### config.mk
export PLATFORM = sky130hd
export DESIGN_NAME = mcu_core_flat
export DESIGN_NICKNAME = d
export VERILOG_FILES = /design/src/rtl/mcu_pkg.sv /design/src/rtl/mcu_if.sv /design/src/rtl/mcu_alu.sv /design/src/rtl/mcu_core.sv /design/src/flat_wrapper.sv
export SDC_FILE = /design/constraint.sdc
export NUM_CORES = 1
export LEC_CHECK = 0
export ABC_AREA = 0
export CAP_MARGIN = 25
export CORE_UTILIZATION = 40
export CTS_BUF_LIST = sky130_fd_sc_hd__clkbuf_16
export DETAILED_ROUTE_END_ITERATION = 12
export GPL_TIMING_DRIVEN = 1
export MAX_ROUTING_LAYER = met4
export PLACE_DENSITY = 0.58
export RECOVER_POWER = 100
export SLEW_MARGIN = 15
export SYNTH_ARGS = -nofsm -noshare
export SYNTH_HDL_FRONTEND = slang
export SYNTH_SLANG_ARGS = --single-unit
### constraint.sdc
create_clock -name clk -period 13.05 [get_ports clk]
set_clock_uncertainty 0.1 [all_clocks]
set_input_delay 2.61 -clock clk [delete_from_list [all_inputs] [get_ports clk]]
set_output_delay 2.61 -clock clk [all_outputs]
set_load 0.02 [all_outputs]
### src/rtl/mcu_pkg.sv
// Shared opcodes, FSM state encoding and decode helpers for the accumulator MCU.
package mcu_pkg;

    localparam logic [3:0] OP_NOP = 4'h0;
    localparam logic [3:0] OP_LDA = 4'h1;
    localparam logic [3:0] OP_STA = 4'h2;
    localparam logic [3:0] OP_ADD = 4'h3;
    localparam logic [3:0] OP_SUB = 4'h4;
    localparam logic [3:0] OP_AND = 4'h5;
    localparam logic [3:0] OP_OR  = 4'h6;
    localparam logic [3:0] OP_XOR = 4'h7;
    localparam logic [3:0] OP_MUL = 4'h8;
    localparam logic [3:0] OP_JMP = 4'h9;
    localparam logic [3:0] OP_JZ  = 4'hA;
    localparam logic [3:0] OP_IN  = 4'hB;
    localparam logic [3:0] OP_OUT = 4'hC;
    localparam logic [3:0] OP_LDI = 4'hD;
    localparam logic [3:0] OP_STH = 4'hE;
    localparam logic [3:0] OP_HLT = 4'hF;

    typedef enum logic [1:0] {
        S_FETCH = 2'd0,
        S_EXEC  = 2'd1,
        S_MEM   = 2'd2,
        S_HALT  = 2'd3
    } state_t;

    function automatic logic is_mem_op(input logic [3:0] op);
        return op inside {OP_LDA, OP_STA, OP_STH, OP_ADD, OP_SUB,
                          OP_AND, OP_OR, OP_XOR, OP_MUL};
    endfunction

    function automatic logic is_store_op(input logic [3:0] op);
        return (op == OP_STA) || (op == OP_STH);
    endfunction

endpackage

### src/rtl/mcu_if.sv
// Program-ROM and data-RAM request/acknowledge buses of the MCU core.
interface mcu_if #(
    parameter int DW = 16,
    parameter int AW = 8
);
    localparam int IW = 4 + AW;

    logic          rom_req;
    logic [AW-1:0] rom_addr;
    logic          rom_ack;
    logic [IW-1:0] rom_data;
    logic          ram_req;
    logic          ram_we;
    logic [AW-1:0] ram_addr;
    logic [DW-1:0] ram_wdata;
    logic          ram_ack;
    logic [DW-1:0] ram_rdata;

    modport master (
        output rom_req, rom_addr, ram_req, ram_we, ram_addr, ram_wdata,
        input  rom_ack, rom_data, ram_ack, ram_rdata
    );

    modport slave (
        input  rom_req, rom_addr, ram_req, ram_we, ram_addr, ram_wdata,
        output rom_ack, rom_data, ram_ack, ram_rdata
    );
endinterface

### src/rtl/mcu_alu.sv
// Combinational ALU: result, high product half and carry/borrow from opcode, ACC_L and RAM data.
module mcu_alu
    import mcu_pkg::*;
#(
    parameter int DW = 16
) (
    input  logic [3:0]    op_i,
    input  logic [DW-1:0] acc_i,
    input  logic [DW-1:0] data_i,
    output logic [DW-1:0] res_o,
    output logic [DW-1:0] hi_o,
    output logic          c_o
);
    logic [DW:0]     sum;
    logic [DW:0]     diff;
    logic [2*DW-1:0] prod;

    always_comb begin
        sum   = {1'b0, acc_i} + {1'b0, data_i};
        // top bit of the widened difference is the borrow
        diff  = {1'b0, acc_i} - {1'b0, data_i};
        prod  = {{DW{1'b0}}, acc_i} * {{DW{1'b0}}, data_i};
        res_o = data_i;
        hi_o  = '0;
        c_o   = 1'b0;
        case (op_i)
            OP_ADD:  {c_o, res_o} = sum;
            OP_SUB:  {c_o, res_o} = diff;
            OP_AND:  res_o = acc_i & data_i;
            OP_OR:   res_o = acc_i | data_i;
            OP_XOR:  res_o = acc_i ^ data_i;
            OP_MUL:  {hi_o, res_o} = prod;
            default: res_o = data_i;
        endcase
    end
endmodule

### src/rtl/mcu_core.sv
// Multi-cycle accumulator MCU: fetch/exec/mem FSM, double-width ACC, Z/C flags, output ports.
// state   | meaning
// FETCH   | rom_req high at PC, wait for rom_ack, latch IR, PC+1
// EXEC    | retire register/jump/port ops, or launch a RAM access
// MEM     | ram_req held stable until ram_ack, then write back ACC/flags
// HALT    | idle with no requests until reset
module mcu_core
    import mcu_pkg::*;
#(
    parameter int DW    = 16,
    parameter int AW    = 8,
    parameter int N_OUT = 2
) (
    input  logic                clk,
    input  logic                rst_n,
    mcu_if.master               bus,
    input  logic [DW-1:0]       port_in_i,
    output logic [N_OUT*DW-1:0] port_out_o,
    output logic [DW-1:0]       acc_lo_o,
    output logic [DW-1:0]       acc_hi_o,
    output logic [AW-1:0]       pc_dbg_o,
    output logic [4+AW-1:0]     ir_dbg_o,
    output logic [1:0]          flags_dbg_o,
    output logic                halted_o
);
    localparam int IW = 4 + AW;

    state_t                    state_q;
    logic [AW-1:0]             pc_q;
    logic [IW-1:0]             ir_q;
    logic [DW-1:0]             acc_l_q;
    logic [DW-1:0]             acc_h_q;
    logic                      z_q;
    logic                      c_q;
    logic [N_OUT-1:0][DW-1:0]  port_q;
    logic                      ram_we_q;
    logic [DW-1:0]             ram_wdata_q;

    logic [3:0]    op;
    logic [AW-1:0] arg;
    logic [DW-1:0] imm;
    logic [DW-1:0] alu_res;
    logic [DW-1:0] alu_hi;
    logic          alu_c;

    assign op  = ir_q[IW-1 -: 4];
    assign arg = ir_q[AW-1:0];
    assign imm = DW'(arg);

    mcu_alu #(.DW(DW)) u_alu (
        .op_i   (op),
        .acc_i  (acc_l_q),
        .data_i (bus.ram_rdata),
        .res_o  (alu_res),
        .hi_o   (alu_hi),
        .c_o    (alu_c)
    );

    // gated with rst_n so an in-flight fetch request drops the instant reset asserts
    assign bus.rom_req   = (state_q == S_FETCH) && rst_n;
    assign bus.rom_addr  = pc_q;
    assign bus.ram_req   = (state_q == S_MEM);
    assign bus.ram_we    = ram_we_q;
    assign bus.ram_addr  = arg;
    assign bus.ram_wdata = ram_wdata_q;

    assign port_out_o  = port_q;
    assign acc_lo_o    = acc_l_q;
    assign acc_hi_o    = acc_h_q;
    assign pc_dbg_o    = pc_q;
    assign ir_dbg_o    = ir_q;
    assign flags_dbg_o = {c_q, z_q};
    assign halted_o    = (state_q == S_HALT);

    always_ff @(posedge clk or negedge rst_n) begin
        if (!rst_n) begin
            state_q     <= S_FETCH;
            pc_q        <= '0;
            ir_q        <= '0;
            acc_l_q     <= '0;
            acc_h_q     <= '0;
            z_q         <= 1'b1;
            c_q         <= 1'b0;
            port_q      <= '0;
            ram_we_q    <= 1'b0;
            ram_wdata_q <= '0;
        end else begin
            case (state_q)
                S_FETCH: begin
                    if (bus.rom_ack) begin
                        ir_q    <= bus.rom_data;
                        pc_q    <= pc_q + AW'(1);
                        state_q <= S_EXEC;
                    end
                end
                S_EXEC: begin
                    state_q <= S_FETCH;
                    if (is_mem_op(op)) begin
                        state_q     <= S_MEM;
                        ram_we_q    <= is_store_op(op);
                        ram_wdata_q <= (op == OP_STH) ? acc_h_q : acc_l_q;
                    end
                    case (op)
                        OP_JMP: pc_q <= arg;
                        OP_JZ:  if (z_q) pc_q <= arg;
                        OP_IN: begin
                            acc_l_q <= port_in_i;
                            z_q     <= (port_in_i == '0);
                        end
                        OP_OUT: begin
                            for (int p = 0; p < N_OUT; p++) begin
                                if (32'(arg) == 32'(p)) port_q[p] <= acc_l_q;
                            end
                        end
                        OP_LDI: begin
                            acc_l_q <= imm;
                            z_q     <= (imm == '0);
                        end
                        OP_HLT:  state_q <= S_HALT;
                        default: ;
                    endcase
                end
                S_MEM: begin
                    if (bus.ram_ack) begin
                        state_q  <= S_FETCH;
                        ram_we_q <= 1'b0;
                        if (!is_store_op(op)) begin
                            acc_l_q <= alu_res;
                            z_q     <= (alu_res == '0);
                        end
                        if (op == OP_ADD || op == OP_SUB) c_q <= alu_c;
                        if (op == OP_MUL) acc_h_q <= alu_hi;
                    end
                end
                S_HALT: ;
            endcase
        end
    end
endmodule

### src/flat_wrapper.sv
// flat-port wrapper written by rule: the top's interface ports become plain ports
module mcu_core_flat import mcu_pkg::*;
#(
    parameter int DW    = 16,
    parameter int AW    = 8,
    parameter int N_OUT = 2
)
  (clk, rst_n, port_in_i, port_out_o, acc_lo_o, acc_hi_o, pc_dbg_o, ir_dbg_o, flags_dbg_o, halted_o, bus_rom_req, bus_rom_addr, bus_ram_req, bus_ram_we, bus_ram_addr, bus_ram_wdata, bus_rom_ack, bus_rom_data, bus_ram_ack, bus_ram_rdata);
  mcu_if #(.DW(DW), .AW(AW)) bus_i ();
  input  logic clk;
  input  logic rst_n;
  input  logic [DW-1:0] port_in_i;
  output logic [N_OUT*DW-1:0] port_out_o;
  output logic [DW-1:0] acc_lo_o;
  output logic [DW-1:0] acc_hi_o;
  output logic [AW-1:0] pc_dbg_o;
  output logic [4+AW-1:0] ir_dbg_o;
  output logic [1:0] flags_dbg_o;
  output logic halted_o;
  output wire logic [$bits(bus_i.rom_req)-1:0] bus_rom_req;
  output wire logic [$bits(bus_i.rom_addr)-1:0] bus_rom_addr;
  output wire logic [$bits(bus_i.ram_req)-1:0] bus_ram_req;
  output wire logic [$bits(bus_i.ram_we)-1:0] bus_ram_we;
  output wire logic [$bits(bus_i.ram_addr)-1:0] bus_ram_addr;
  output wire logic [$bits(bus_i.ram_wdata)-1:0] bus_ram_wdata;
  input wire logic [$bits(bus_i.rom_ack)-1:0] bus_rom_ack;
  input wire logic [$bits(bus_i.rom_data)-1:0] bus_rom_data;
  input wire logic [$bits(bus_i.ram_ack)-1:0] bus_ram_ack;
  input wire logic [$bits(bus_i.ram_rdata)-1:0] bus_ram_rdata;
  assign bus_rom_req = bus_i.rom_req;
  assign bus_rom_addr = bus_i.rom_addr;
  assign bus_ram_req = bus_i.ram_req;
  assign bus_ram_we = bus_i.ram_we;
  assign bus_ram_addr = bus_i.ram_addr;
  assign bus_ram_wdata = bus_i.ram_wdata;
  assign bus_i.rom_ack = bus_rom_ack;
  assign bus_i.rom_data = bus_rom_data;
  assign bus_i.ram_ack = bus_ram_ack;
  assign bus_i.ram_rdata = bus_ram_rdata;
  mcu_core #(.DW(DW), .AW(AW), .N_OUT(N_OUT)) u_core (.clk(clk), .rst_n(rst_n), .bus(bus_i), .port_in_i(port_in_i), .port_out_o(port_out_o), .acc_lo_o(acc_lo_o), .acc_hi_o(acc_hi_o), .pc_dbg_o(pc_dbg_o), .ir_dbg_o(ir_dbg_o), .flags_dbg_o(flags_dbg_o), .halted_o(halted_o));
endmodule
Word level (Yosys, flattened, before mapping). Cells that the tools add are included.

Register bits: 105. Input port bits: 48. Output and inout bits: 122. Word-level logic and storage cells: 89.

$add $sub $neg: 3. $mul: 1. Eq/ne operators: 26. Mux-type cells: 23. Bitwise gates (word level): 3. Reductions and logical operators: 22.

Operator list (count): 16-bit case mux with 6 select lines (1); 16-bit case mux with 2 select lines (2); 16-bit logical NOT (3); 16-bit two-way mux (3); 4-bit == test, second input constant (8); 16-bit by 16-bit multiplier with 32-bit output (1); 8-bit case mux with 2 select lines (2); 3-bit AND reduction (6); 16-bit by 16-bit adder with 17-bit output (1); 16-bit by 16-bit subtractor with 17-bit output (1); 16-bit bitwise AND (1); 4-bit by 3-bit == test with 1-bit output, second input constant (4); 8-bit two-way mux (2); 16-bit OR (1); 16-bit XOR (1); 9-bit nonzero test (1); 8-bit by 1-bit adder with 8-bit output, second input constant (1); 4-bit by 2-bit == test with 1-bit output, second input constant (2); 8-bit by 1-bit == test with 1-bit output, second input constant (1); 8-bit logical NOT (1); 2-bit two-way mux (4); 1-bit case mux with 2 select lines (4); 4-bit AND reduction (2); 3-bit != test, second input constant (2); other kinds (14) (23).

Logic depth before layout (Yosys ltp).
Depth after elaboration: 6. Gate-level depth with buffers: 26. Depth with buffers taken out: 23.

Hierarchy. Synthesis repeated with hierarchy kept, for this count alone.

Cells, all modules: 1853. Area total of the unflattened synthesis: 16180.5 um^2.

Modules (own cells, without submodules): mcu_alu (times used 1, cells each 1417, area an instance 11069.4 um^2); mcu_core (times used 1, cells each 436, area an instance 5111.2 um^2).

Worst setup path after synthesis. Ideal clock, no wire load.

Kind: input port to flip-flop. From: input bus_ram_rdata[6]. To: register u_core.acc_h_q[4], in the netlist u_core.acc_hi_o[4]. Setup time: 0.134 ns. Arrival time: 8.289 ns. Data required time: 12.816 ns. Path slack: 4.528 ns. Stages on the path: 24. Path buffers: 1. Path through: clkbuf_1 -> clkinv_1 -> nor2_1 -> fa_1 -> inv_1 -> fa_1 -> fa_1 -> fa_1 -> inv_1 -> fa_1 -> inv_1 -> fa_1 -> inv_1 -> ha_1 -> a21o_1 -> a21o_1 -> a21oi_1 -> o22ai_1 -> a221o_1 -> a21o_1 -> a21o_1 -> a21oi_1 -> xor2_1 -> o21ai_0.

Cells in the longest elaborated chain, start to end: 1.

Ends and longest elaborated chain: start, declared (line flat_wrapper.sv:29) `input wire logic [$bits(bus_i.ram_rdata)-1:0] bus_ram_rdata;`; 16-bit by 16-bit multiplier with 32-bit output (line mcu_alu.sv:22) `prod = {{DW{1'b0}}, acc_i} * {{DW{1'b0}}, data_i};`; end signal, assigned (line mcu_core.sv:132) `if (op == OP_MUL) acc_h_q <= alu_hi;`; end, declared (line mcu_core.sv:32) `logic [DW-1:0] acc_h_q;`.

Every way passes these cells. A chain may end at the register's enable or synchronous reset.

Final worst setup path.
From: input bus_ram_rdata[6]. To: register u_core.acc_h_q[12], in the netlist u_core.acc_hi_o[12].

The elaborated chain is that of the path after synthesis.

==> impl_metrics.ini <==
[clocking]
holdBufCountCts = 0
clkSinkCount = 105
cts_resized = 0
cts_max_path_buffers = 2
post_cts_buffers = 0
clk_latency_ns = 0.36
tritoncts = yes
cts.clk_slew.worst_paths_ns = 0.08
numCtsBuffers = 9
cts_root_buf = clkbuf_16
htree_num_levels = 3

[floorplanning]
num_rows = 72
start_util_pct = 40.7
fp.dieArea_sq_mm = 0.0402
die_w_um = 201
die_h_um = 201
pin_count = 170
core_sq_mm = 0.0387

[critical_path]
cp-start-kind = input port
required_ns = 13.20
worstReg2RegStart = u_core.acc_lo_o[7]
critPathMaxStageDelay_ns = 1.07
cpMaxStageDelayCell = dlygate4sd3_1
path_max_fanout = 11
path_class = in -> reg
arrival_ns = 10.34
critPathMostFrequentCell = fa_1
cp-startpoint = bus_ram_rdata[6]
path_cells = dlygate4sd3_1, clkinv_1, nor2_1, fa_1, inv_1, fa_1, fa_1, fa_1, inv_1, fa_1, inv_1, fa_1, inv_1, ha_1, a21o_1, a21o_1, a21oi_1, o22ai_1, nand2_1, a2111oi_0, o31a_1, o21ai_0, o21a_1, mux2_2
end_kind = register

[finish]
regArea_sq_mm = 0.00263
syn2layout_area_growth_pct = 14.5
fin_cells = 2453
utilization_pct = 46.6
antennaDiodeCount = 0
finalNetCount = 2333
fill_cells = 3832
multi_input_area_sq_mm = 0.0115
drive_gt1_share_pct = 4.81

[worst_hold_path]
hold_path_class = reg -> reg
hp-start = u_core.bus.ram_wdata[15]

[detailed_routing]
ant_nets = 0
vias = 13889
postRouteWirelength_um = 56700
drcViolationCount = 0
viasPerCell = 5.66
wl_met1_um = 25300
top_layer = met4
wl_met3_um = 3720
wl_met2_um = 25900
drt_iter0_markers = 1130
drt_pass1_iterations = 5
wl_per_cell_um = 23.1

[sta]
worst_pin_slew_ns = 3.33
max_freq_ghz = 0.0982
relSlewSlack_pct = -122
fin_setup_tns_ns = 0
period_share_pct = 78.0
min_period_ns = 10.19
rsz0062_at_grt = no
setup_viol = 0
fin_hold_ws_ns = 0.381
timing.final.hold_violations = 0
drv_slew = 236

[global_routing]
grt_overflow = 0
grt_pass1_vias = 14515
grt_first_pass_wirelength_um = 88700
antenna_found_initial = 1
track_usage_pct = 29.8
grt_max_degree = 80

[status]
violations = capacitance limit, slew limit
outcome = finished, violations left

[logic_synthesis]
synth-seq-area-share_pct = 16.7
yosysMostFrequentCell = inv_1
ys_ff_latch = 105
yosysTopAreaCell = fa_1
synth_edf_count = 0
synthTopCellsByCount = inv_1 (273), nand2_1 (229), fa_1 (195), nor2_1 (170), ha_1 (159)
yosys-top-cells-area = fa_1 (25%), dfrtp_1 (17%), ha_1 (13%)
syn-cell-area_sq_mm = 0.0158
syn_nets = 2235
synth_top_area_share_pct = 24.8
avgSynthCellArea_sq_um = 8.60
synth_async_sr_flop_share_pct = 100
yosys_warnings = 0
syn_inst = 1833
yosysUniqueCellTypes = 92
synth_ff_type = dfrtp_1

[run]
drv_cap = 7

[placed_design]
dp_hpwl_um = 42400
port-buffer-count = 169
place_inst = 2433
gp_congestion = 0.960
## flip-flops by register name (all words and copies together), names as in the netlist
name,flops
u_core.state_q,2
u_core.c_q,1
u_core.bus.ram_wdata,16
u_core.bus.rom_addr,8
u_core.bus.ram_we,1
u_core.port_out_o,32
u_core.z_q,1
u_core.ir_dbg_o,12
u_core.acc_lo_o,16
u_core.acc_hi_o,16
## through the flow
step           cell area (sq um)  setup WS, ns
2_1_floorplan              15800          4.53
3_3_place_gp               17800          2.74
3_5_place_dp               17800          2.64
4_1_cts                    18100          3.01
5_1_grt                    18100          2.56
6_report                   18100          2.86
## cells in the final DEF, fill, tap and decap left out, drive strengths merged, types with 6 or more instances in the layout
master	Yosys	final
clkbuf	71	25
o21bai	6	6
mux2	42	42
fa	195	195
and3	17	17
xnor2	21	21
inv	274	279
a31oi	17	17
clkdlybuf4s50	0	50
dfrtp	104	104
nor2b	9	9
nor2	171	171
clkinv	11	11
dlygate4sd3	0	118
nor4	8	8
o21ai	111	111
o211ai	7	7
a211oi	10	10
nor3	12	12
ha	159	159
o31a	7	7
a21oi	87	87
buf	40	14
nand2b	12	12
mux2i	25	25
nand2	229	229
xor2	11	11
o31ai	8	8
o22ai	13	13
nand3	20	20
a21o	18	18
or3	8	8
## logic make-up after synthesis
group | share of synthesized area (%)
simple gates | 14.7
buf+inv | 10.4
compound gates | 14.4
fa+ha+maj | 37.4
flops | 16.7
mux | 4.73
xor+xnor | 1.78
## worst max-delay path: cells and delay by family
family / cells / cell delay, ns
buf+inv: 6 / 1.95
compound gates: 8 / 1.82
simple gates: 2 / 0.42
mux: 1 / 0.25
fa+ha+maj: 7 / 3.27
## layer usage
metal	GRT usage [%]	vias to the layer above
li1	-	6198
met1	40.9	7071
met2	46.2	513
met3	3.81	107
met4	8.72	0
met5	-	-
## cell type report
cell class / instances / area share [%]
clock buffer: 9 / 1.25
timing repair buffer: 198 / 10.3
inverter: 285 / 5.92
tap: 518 / 3.59
clock inverter: 6 / 0.436
multi-input combinational: 1332 / 63.9
sequential: 105 / 14.6
## path summary, 6_finish.rpt
kind / end / slack (ns) / depth (start not counted)
max in group asynchronous: u_core.acc_hi_o[14] / 5.66 / 3
hold / removal: u_core.bus.ram_wdata[15] / 0.38 / 2
hold reg to reg: u_core.bus.ram_wdata[15] / 0.38 / 2
setup reg to reg: u_core.acc_hi_o[15] / 4.51 / 24
setup / recovery: u_core.acc_hi_o[12] / 2.86 / 24
min in group asynchronous: u_core.acc_lo_o[5] / 2.54 / 1
Power is not shown: default switching activity piles up to over one toggle a cycle in this logic, so the estimate is an artifact.
